### config.mk
export PLATFORM = sky130hd
export DESIGN_NAME = stopwatch_ctrl
export DESIGN_NICKNAME = d
export VERILOG_FILES = /design/src/rtl/stopwatch_ctrl.sv
export SDC_FILE = /design/constraint.sdc
export NUM_CORES = 1
export LEC_CHECK = 0
export ABC_AREA = 1
export BUFFER_PORTS_ARGS = -buffer_cell sky130_fd_sc_hd__buf_2
export CORE_MARGIN = 4
export CORE_UTILIZATION = 45
export CTS_BUF_LIST = sky130_fd_sc_hd__clkbuf_4 sky130_fd_sc_hd__clkbuf_8 sky130_fd_sc_hd__clkbuf_16
export DETAILED_ROUTE_END_ITERATION = 6
export GPL_ROUTABILITY_DRIVEN = 1
export PLACE_DENSITY = 0.75
export REMOVE_ABC_BUFFERS = 1
export SKIP_LAST_GASP = 1
export SLEW_MARGIN = 15
export SYNTH_ARGS = -nofsm -noshare
export SYNTH_HDL_FRONTEND = slang
export SYNTH_SLANG_ARGS = --single-unit
### constraint.sdc
create_clock -name clk -period 5.4 [get_ports clk]
set_input_delay 1.08 -clock clk [delete_from_list [all_inputs] [get_ports clk]]
set_output_delay 1.08 -clock clk [all_outputs]
set_load 0.03 [all_outputs]
### src/rtl/stopwatch_ctrl.sv
// Stopwatch control sequencer: owns the mm:ss BCD count and binary total seconds,
// and runs the PAUSE/RUN/ADJUST state machine driven by debounced buttons and
// clkdiv tick pulses.
// Optional build macro: STOPWATCH_SATURATE_EN (count stops at MIN_MAX:59 instead of wrapping).
module stopwatch_ctrl #(
   parameter int unsigned MIN_MAX = 99,
   parameter int unsigned TOTAL_W = 13
) (
   input  logic               clk,
   input  logic               rst,
   input  logic               tick_1hz,
   input  logic               tick_adj,
   input  logic               btn_reset,
   input  logic               btn_set_pause,
   input  logic               adj,
   input  logic [1:0]         sel,
   input  logic [3:0]         num,
   output logic [15:0]        digits,
   output logic [TOTAL_W-1:0] total_seconds,
   output logic               running,
   output logic [3:0]         blink_mask,
   output logic               wrap
);

   typedef enum logic [1:0] {StPause, StRun, StAdjust} state_e;

   localparam logic [3:0] MaxTens = 4'(MIN_MAX / 10);
   localparam logic [3:0] MaxOnes = 4'(MIN_MAX % 10);
   localparam logic [6:0] MaxMin  = 7'(MIN_MAX);

   state_e             state_q, state_d;
   logic [3:0]         sec_o_q, sec_o_d;
   logic [3:0]         sec_t_q, sec_t_d;
   logic [3:0]         min_o_q, min_o_d;
   logic [3:0]         min_t_q, min_t_d;
   logic [TOTAL_W-1:0] tot_q, tot_d;
   logic               recalc_q, recalc_d;
   logic               running_q, running_d;
   logic [3:0]         mask_q, mask_d;
   logic               wrap_q, wrap_d;
   logic               phase_q, phase_d;
   // Two-stage button history: stage 1 samples the level, stage 2 delays it for edge detect
   logic               rst_s1_q, rst_s2_q;
   logic               sp_s1_q, sp_s2_q;

   logic               rst_ev;
   logic               sp_ev;
   logic               min_at_max;
   logic               sat_hit;
   logic               load_ok;
   logic [6:0]         min_new;
   logic [TOTAL_W-1:0] tot_calc;

   assign rst_ev     = rst_s1_q & ~rst_s2_q;
   assign sp_ev      = sp_s1_q & ~sp_s2_q;
   assign min_at_max = (min_t_q == MaxTens) && (min_o_q == MaxOnes);

   // Binary seconds recomputed from the BCD digits after an adjust load
   assign tot_calc = TOTAL_W'(min_t_q) * TOTAL_W'(600) + TOTAL_W'(min_o_q) * TOTAL_W'(60) +
                     TOTAL_W'(sec_t_q) * TOTAL_W'(10) + TOTAL_W'(sec_o_q);

   // Validate an adjust load against digit range and the minute ceiling
   always_comb begin
      load_ok = 1'b0;
      min_new = 7'd0;
      unique case (sel)
         2'd0: load_ok = (num <= 4'd9);
         2'd1: load_ok = (num <= 4'd5);
         2'd2: begin
            min_new = 7'(min_t_q) * 7'd10 + 7'(num);
            load_ok = (num <= 4'd9) && (min_new <= MaxMin);
         end
         default: begin
            min_new = 7'(num) * 7'd10 + 7'(min_o_q);
            load_ok = (num <= 4'd9) && (min_new <= MaxMin);
         end
      endcase
   end

   // Count datapath: reset clear, run increment, adjust load, deferred total recompute
   always_comb begin
      sec_o_d  = sec_o_q;
      sec_t_d  = sec_t_q;
      min_o_d  = min_o_q;
      min_t_d  = min_t_q;
      tot_d    = tot_q;
      recalc_d = 1'b0;
      wrap_d   = 1'b0;
      sat_hit  = 1'b0;
      if (rst_ev) begin
         sec_o_d = 4'd0;
         sec_t_d = 4'd0;
         min_o_d = 4'd0;
         min_t_d = 4'd0;
         tot_d   = '0;
      end else if (state_q == StRun && tick_1hz) begin
`ifdef STOPWATCH_SATURATE_EN
         if (min_at_max && sec_t_q == 4'd5 && sec_o_q == 4'd9) begin
            // Full: hold the count, flag it, and let the FSM drop to PAUSE
            sat_hit = 1'b1;
            wrap_d  = 1'b1;
         end else begin
`else
         begin
`endif
            if (sec_o_q != 4'd9) begin
               sec_o_d = sec_o_q + 4'd1;
            end else begin
               sec_o_d = 4'd0;
               if (sec_t_q != 4'd5) begin
                  sec_t_d = sec_t_q + 4'd1;
               end else begin
                  sec_t_d = 4'd0;
                  if (min_at_max) begin
                     min_o_d = 4'd0;
                     min_t_d = 4'd0;
                     wrap_d  = 1'b1;
                  end else if (min_o_q != 4'd9) begin
                     min_o_d = min_o_q + 4'd1;
                  end else begin
                     min_o_d = 4'd0;
                     min_t_d = min_t_q + 4'd1;
                  end
               end
            end
            tot_d = wrap_d ? '0 : tot_q + TOTAL_W'(1);
         end
      end else if (state_q == StAdjust && sp_ev && load_ok) begin
         unique case (sel)
            2'd0:    sec_o_d = num;
            2'd1:    sec_t_d = num;
            2'd2:    min_o_d = num;
            default: min_t_d = num;
         endcase
         recalc_d = 1'b1;
      end else if (recalc_q) begin
         tot_d = tot_calc;
      end
   end

   // Next state, blink phase and registered status outputs
   always_comb begin
      state_d = state_q;
      if (adj) begin
         state_d = StAdjust;
      end else if (state_q == StAdjust) begin
         state_d = StPause;
      end else if (sat_hit) begin
         state_d = StPause;
      end else if (rst_ev) begin
         // Reset press drops RUN to PAUSE and swallows a coincident set/pause press
         state_d = StPause;
      end else if (sp_ev) begin
         state_d = (state_q == StPause) ? StRun : StPause;
      end

      phase_d = 1'b0;
      if (state_d == StAdjust) begin
         phase_d = (state_q == StAdjust && tick_adj) ? ~phase_q : phase_q;
      end
      mask_d    = (state_d == StAdjust && phase_d) ? (4'b0001 << sel) : 4'b0000;
      running_d = (state_d == StRun);
   end

   // State and datapath registers
   always_ff @(posedge clk or negedge rst) begin
      if (!rst) begin
         state_q   <= StPause;
         sec_o_q   <= 4'd0;
         sec_t_q   <= 4'd0;
         min_o_q   <= 4'd0;
         min_t_q   <= 4'd0;
         tot_q     <= '0;
         recalc_q  <= 1'b0;
         running_q <= 1'b0;
         mask_q    <= 4'd0;
         wrap_q    <= 1'b0;
         phase_q   <= 1'b0;
         rst_s1_q  <= 1'b0;
         rst_s2_q  <= 1'b0;
         sp_s1_q   <= 1'b0;
         sp_s2_q   <= 1'b0;
      end else begin
         state_q   <= state_d;
         sec_o_q   <= sec_o_d;
         sec_t_q   <= sec_t_d;
         min_o_q   <= min_o_d;
         min_t_q   <= min_t_d;
         tot_q     <= tot_d;
         recalc_q  <= recalc_d;
         running_q <= running_d;
         mask_q    <= mask_d;
         wrap_q    <= wrap_d;
         phase_q   <= phase_d;
         rst_s1_q  <= btn_reset;
         rst_s2_q  <= rst_s1_q;
         sp_s1_q   <= btn_set_pause;
         sp_s2_q   <= sp_s1_q;
      end
   end

   assign digits        = {min_t_q, min_o_q, sec_t_q, sec_o_q};
   assign total_seconds = tot_q;
   assign running       = running_q;
   assign blink_mask    = mask_q;
   assign wrap          = wrap_q;

endmodule

* After elaboration in Yosys (flattened, before gate mapping)
Cells that the tools add are included.
** Word-level totals
- Register bits :: 43
- Bits of input ports :: 13
- Output and inout port bits :: 35
** Operators by class
- $add $sub $neg :: 10
- Multipliers :: 5
- Magnitude comparators :: 4
- Equal/unequal tests :: 16
- Shift-type cells :: 1
- Mux-type cells :: 51
- Bitwise logic cells :: 5
- Reduce and logical (&&, ||, !) cells :: 21
** Operators by type and width (count)
- $mux 4 :: 28
- $mux 13 :: 5
- $add 4x1->4 const B :: 4
- $reduce_bool 3->1 :: 5
- $add 7x4->7 :: 2
- $le 7x7->1 const B :: 2
- $add 13x1->13 const B :: 1
- $add 13x10->13 :: 1
- $add 13x4->13 :: 1
- $add 13x8->13 :: 1
- $mux 1 :: 13
- $mul 4x3->6 const B :: 2
- $ne 4x4->1 const B :: 3
- $mul 4x7->10 const B :: 1
- $ne 3x3->1 const B :: 3
- $eq 4x4->1 const B :: 2
- $logic_and 1x1->1 :: 8
- $mul 4x4->8 const B :: 1
- $mux 2 :: 4
- $mul 4x3->7 const B :: 1
- $eq 2x1->1 const B :: 3
- $eq 2x2->1 const B :: 3
- $reduce_and 5->1 :: 1
- $le 4x3->1 const B :: 1
- other kinds (12) :: 17

* Longest topological paths before layout
- Depth after elaboration :: 10
- Mapped depth :: 23
- Mapped depth without buffers :: 23

* Worst setup path before layout
Ideal clock, no wire load.
- Kind :: register to register
- Start point :: register min_o_q[2]
- End point :: register tot_q[12] (netlist: total_seconds[12])
- Library setup time :: 119 ps
- Arrival time :: 4332 ps
- Setup slack :: 950 ps
- Cell stages (with the launch flop) :: 24
- Buffers on the path :: 0
- Clock period less this slack :: 4450 ps
- Cells stage by stage :: dfrtp_1 > inv_1 > fa_1 > inv_1 > ha_1 > ha_1 > a21oi_1 > nand2_1 > a21o_1 > a21oi_1 > xnor2_1 > ha_1 > ha_1 > ha_1 > inv_1 > o21ai_0 > inv_1 > o21a_1 > nand3_1 > inv_1 > nand2_1 > nand3_1 > nand4_1 > nand2_1
** On the way
- Cells in the longest elaborated chain, start to end :: 10
** Ends and longest elaborated chain
- from (decl) :: RTL line 34 : logic [3:0] min_o_q, min_o_d;
- from (signal assigned) :: RTL line 187 : min_o_q <= min_o_d;
- branches (longest 10 deep; another with $add 13x10->13)
- to (signal assigned) :: RTL line 189 : tot_q <= tot_d;
- to (decl) :: RTL line 36 : logic [TOTAL_W-1:0] tot_q, tot_d;
Parallel ways; which one is timed is not known. The select of a mux whose other input is x is not followed.
A chain may end at the register's enable or synchronous reset.

* Worst setup path in the final report
Same ends and word-level chain as after synthesis.

==> run summary <==
Number of global-route vias before repair - 4249
Headroom to the max-slew limit - 0.345
Synth cell types - 39
Longest Clk Path Bufs - 2
Io pins - 48
Critical path class - reg2reg
Fin. max-slew vios - 0
Kind of end point of the critical path - flip-flop
Pin count of the biggest net entering global routing - 44
Hold Path Depth - 0
GRT overflow - 0
Row cnt - 36
Crit path time final - 4690 ps
CP max stage delay - 600 ps
N_diodes - 0
Setup WS post-layout - 705 ps
Area leader, netlist - dfrtp_1
GR Util met1 - 0.245
Critical path buffer and inverter count - 5
Busiest grt layer - met2
Share of flip-flops with an asynchronous set or reset - 1.00
Layout filler cell count - 951
Post-synth design cell area - 4500 um^2
CP Launch Point - min_o_q[2]
Register-to-Register Path Depth - 23
Syn Inst Count - 588
Initial core utilization - 0.461
Hold slack - 381 ps
Unrepaired setup endpoints after global routing - false
CP Data Required Time - 5600 ps
DRC Markers - 0
Clock root cell - clkbuf_8
Htree depth - 2
Min-delay worst type - reg2reg
Cell Pwr Density - 614 nW/um^2
GRT Overall Usage - 0.200
Seq. cell area - 1080 um^2
Hold Violations, Final - 0
Final setup vio count - 0
Crit Path Max Fanout - 11
P_leak - 2.76 nW
Final worst path period share - 0.869
Worst skew pair latency - 300 ps
Multi-input logic area - 3050 um^2
Post-Route WL - 11.1 mm
Area Overhead vs Synth - 9.97%
Grt met3 use - 0.0346
CP cell instances - inv_1 > fa_1 > inv_1 > ha_1 > ha_1 > a21oi_1 > nand2_1 > a21o_1 > a21oi_1 > xnor2_1 > ha_1 > ha_1 > ha_1 > inv_1 > o21ai_0 > inv_1 > o21a_1 > nand3_1 > inv_1 > nand2_1 > nand3_1 > nand4_1 > nand2_1
Crit-path leading delay family - adder cells
Post-place setup slack - 718 ps
Routed Antenna Nets - 0
Final Skew - 15.6 ps
FF-to-FF Start - min_o_q[2]
Reg-to-reg critical path endpoint - total_seconds[12]
WP depth - 23
Crit path DAT - 4900 ps
Post-synth EDFFs - 0
Inserted Clock Buffers - 5
Core area - 9770 um^2
Port Buffers - 47
WL/cell - 14.4 um
Sequential share of the synthesized area - 0.239
Flops & latches, synth - 43
Iteration-0 DRC Markers - 217
Die width - 108 um
Gp weighted congestion - 0.869
CTS tree - done
Synth Flop Type - dfrtp_1
Final HPWL DP - 8.83 mm
PostCTS Resize Cnt - 0
Reg2Reg Setup Slack - 710 ps
Clk sinks - 43
Via density per instance - 5.34
Postcts setup bufs - 0
Status - finished clean
Cell at the slowest stage of the critical path - dfrtp_1
Peak supply drop - 0.372 mV
CP Launch Type - flip-flop
Hold Buf Count CTS - 0
Area contributors post-synth - dfrtp_1, ha_1, nand2_1
First-pass GRT wire length - 19.2 mm
Vias post-DR - 4112
Post-layout nets - 737
Clock transition at path regs - 100 ps
Layout cells sized above 1 - 0.111
Critical path destination - total_seconds[12]
Top cell type's share of synthesized area - 0.239
Setup tns final - 0 ps
Met2 Resource Use GR - 0.353
Mapped Avg Cell Area - 7.66 um^2
Max Clk Rate - 213 MHz
DIE AREA - 11700 um^2
YS warnings - 0
DIE HEIGHT - 108 um
Initial antenna violation count - 0
Max_cap viols - 0
Slew @ Worst Pin - 982 ps
Drt pass-1 iters - 6
## how the worst min path moves through the flow
stage                         from        to  slack [ps]
after global placement     sp_s1_q   sp_s2_q         360
after detailed placement   sp_s1_q   sp_s2_q         360
final                     rst_s1_q  rst_s2_q         380
after floorplan           rst_s1_q  rst_s2_q         350
after global routing       sp_s1_q   sp_s2_q         410
after CTS                  sp_s1_q   sp_s2_q         380
## report_power, final
part           total (mW)  switching [mW]  internal, mW
logic                2.31            1.42         0.893
clock network       0.204           0.115        0.0887
registers           0.524           0.131         0.393
total                3.04            1.67          1.37
## logic make-up after synthesis
| kind of cell | after synthesis | synth area share |
|---|---|---|
| compound gates | 96 | 0.120 |
| xor+xnor | 25 | 0.0486 |
| simple gates | 242 | 0.236 |
| fa+ha+maj | 87 | 0.273 |
| buf+inv | 95 | 0.0828 |
| flops | 43 | 0.239 |
## cells in the mapped netlist (3+ instances only)
cell and n:
inv_1 89, o21ai_1 11, o22ai_1 3, o21ai_2 3, nand2_4 3, nor3_1 3
a21oi_1 29, fa_1 19, xor2_1 14, o21ai_0 35, nand4_1 10, nand2_1 130
dfrtp_1 43, nor2_1 38, nand3_1 49, xnor2_1 11, ha_1 68
## placed cells by master, fill, tap and decap left out, types with 2 or more instances in the layout
cell type / instances
nor2_2: 2
fa_1: 19
a21o_1: 2
ha_1: 68
dfrtp_1: 43
a31o_2: 2
nor3_1: 3
nand2_1: 130
nand3_1: 49
o21ai_0: 35
nor2_1: 38
o21a_1: 2
nand2_2: 2
o21ai_2: 3
xor2_1: 14
o21ai_1: 11
nand2_4: 3
nand4_1: 10
inv_1: 89
clkbuf_8: 5
o211ai_1: 2
o22ai_1: 3
a21oi_1: 29
buf_2: 47
xnor2_1: 11
## state kept, by name, indices dropped and copies added (netlist names)
name and count:
blink_mask 4, min_o_q 4, min_t_q 4, phase_q 1, recalc_q 1, rst_s1_q 1
rst_s2_q 1, running 1, sec_o_q 4, sec_t_q 4, sp_s1_q 1, sp_s2_q 1
state_q 2, total_seconds 13, wrap 1
## per-stage QoR
step	util	cells	instance area, um^2	power (mW)
final	0.507	770	4950	3.04
after global routing	0.507	770	4950	3.41
after CTS	0.507	770	4950	3.03
after detailed placement	0.498	763	4870	2.81
after global placement	0.498	763	4870	2.71
after floorplan	-	583	4470	2.26
## cell type report
type                    instances  area share
clock buffers                   5      0.0139
well taps                     133      0.0336
flip-flops and latches         43       0.217
clock inverters                 2     0.00278
multi-input cells             450       0.617
inverters                      90      0.0682
repair buffers                 47      0.0475
## metal layers
layer,wire (um),vias to the layer above
met1,4710,1934
li1,-,2023
met5,0,-
met2,5530,121
met4,327,0
met3,493,34
Note: power is estimated with default switching activity, not from simulation.
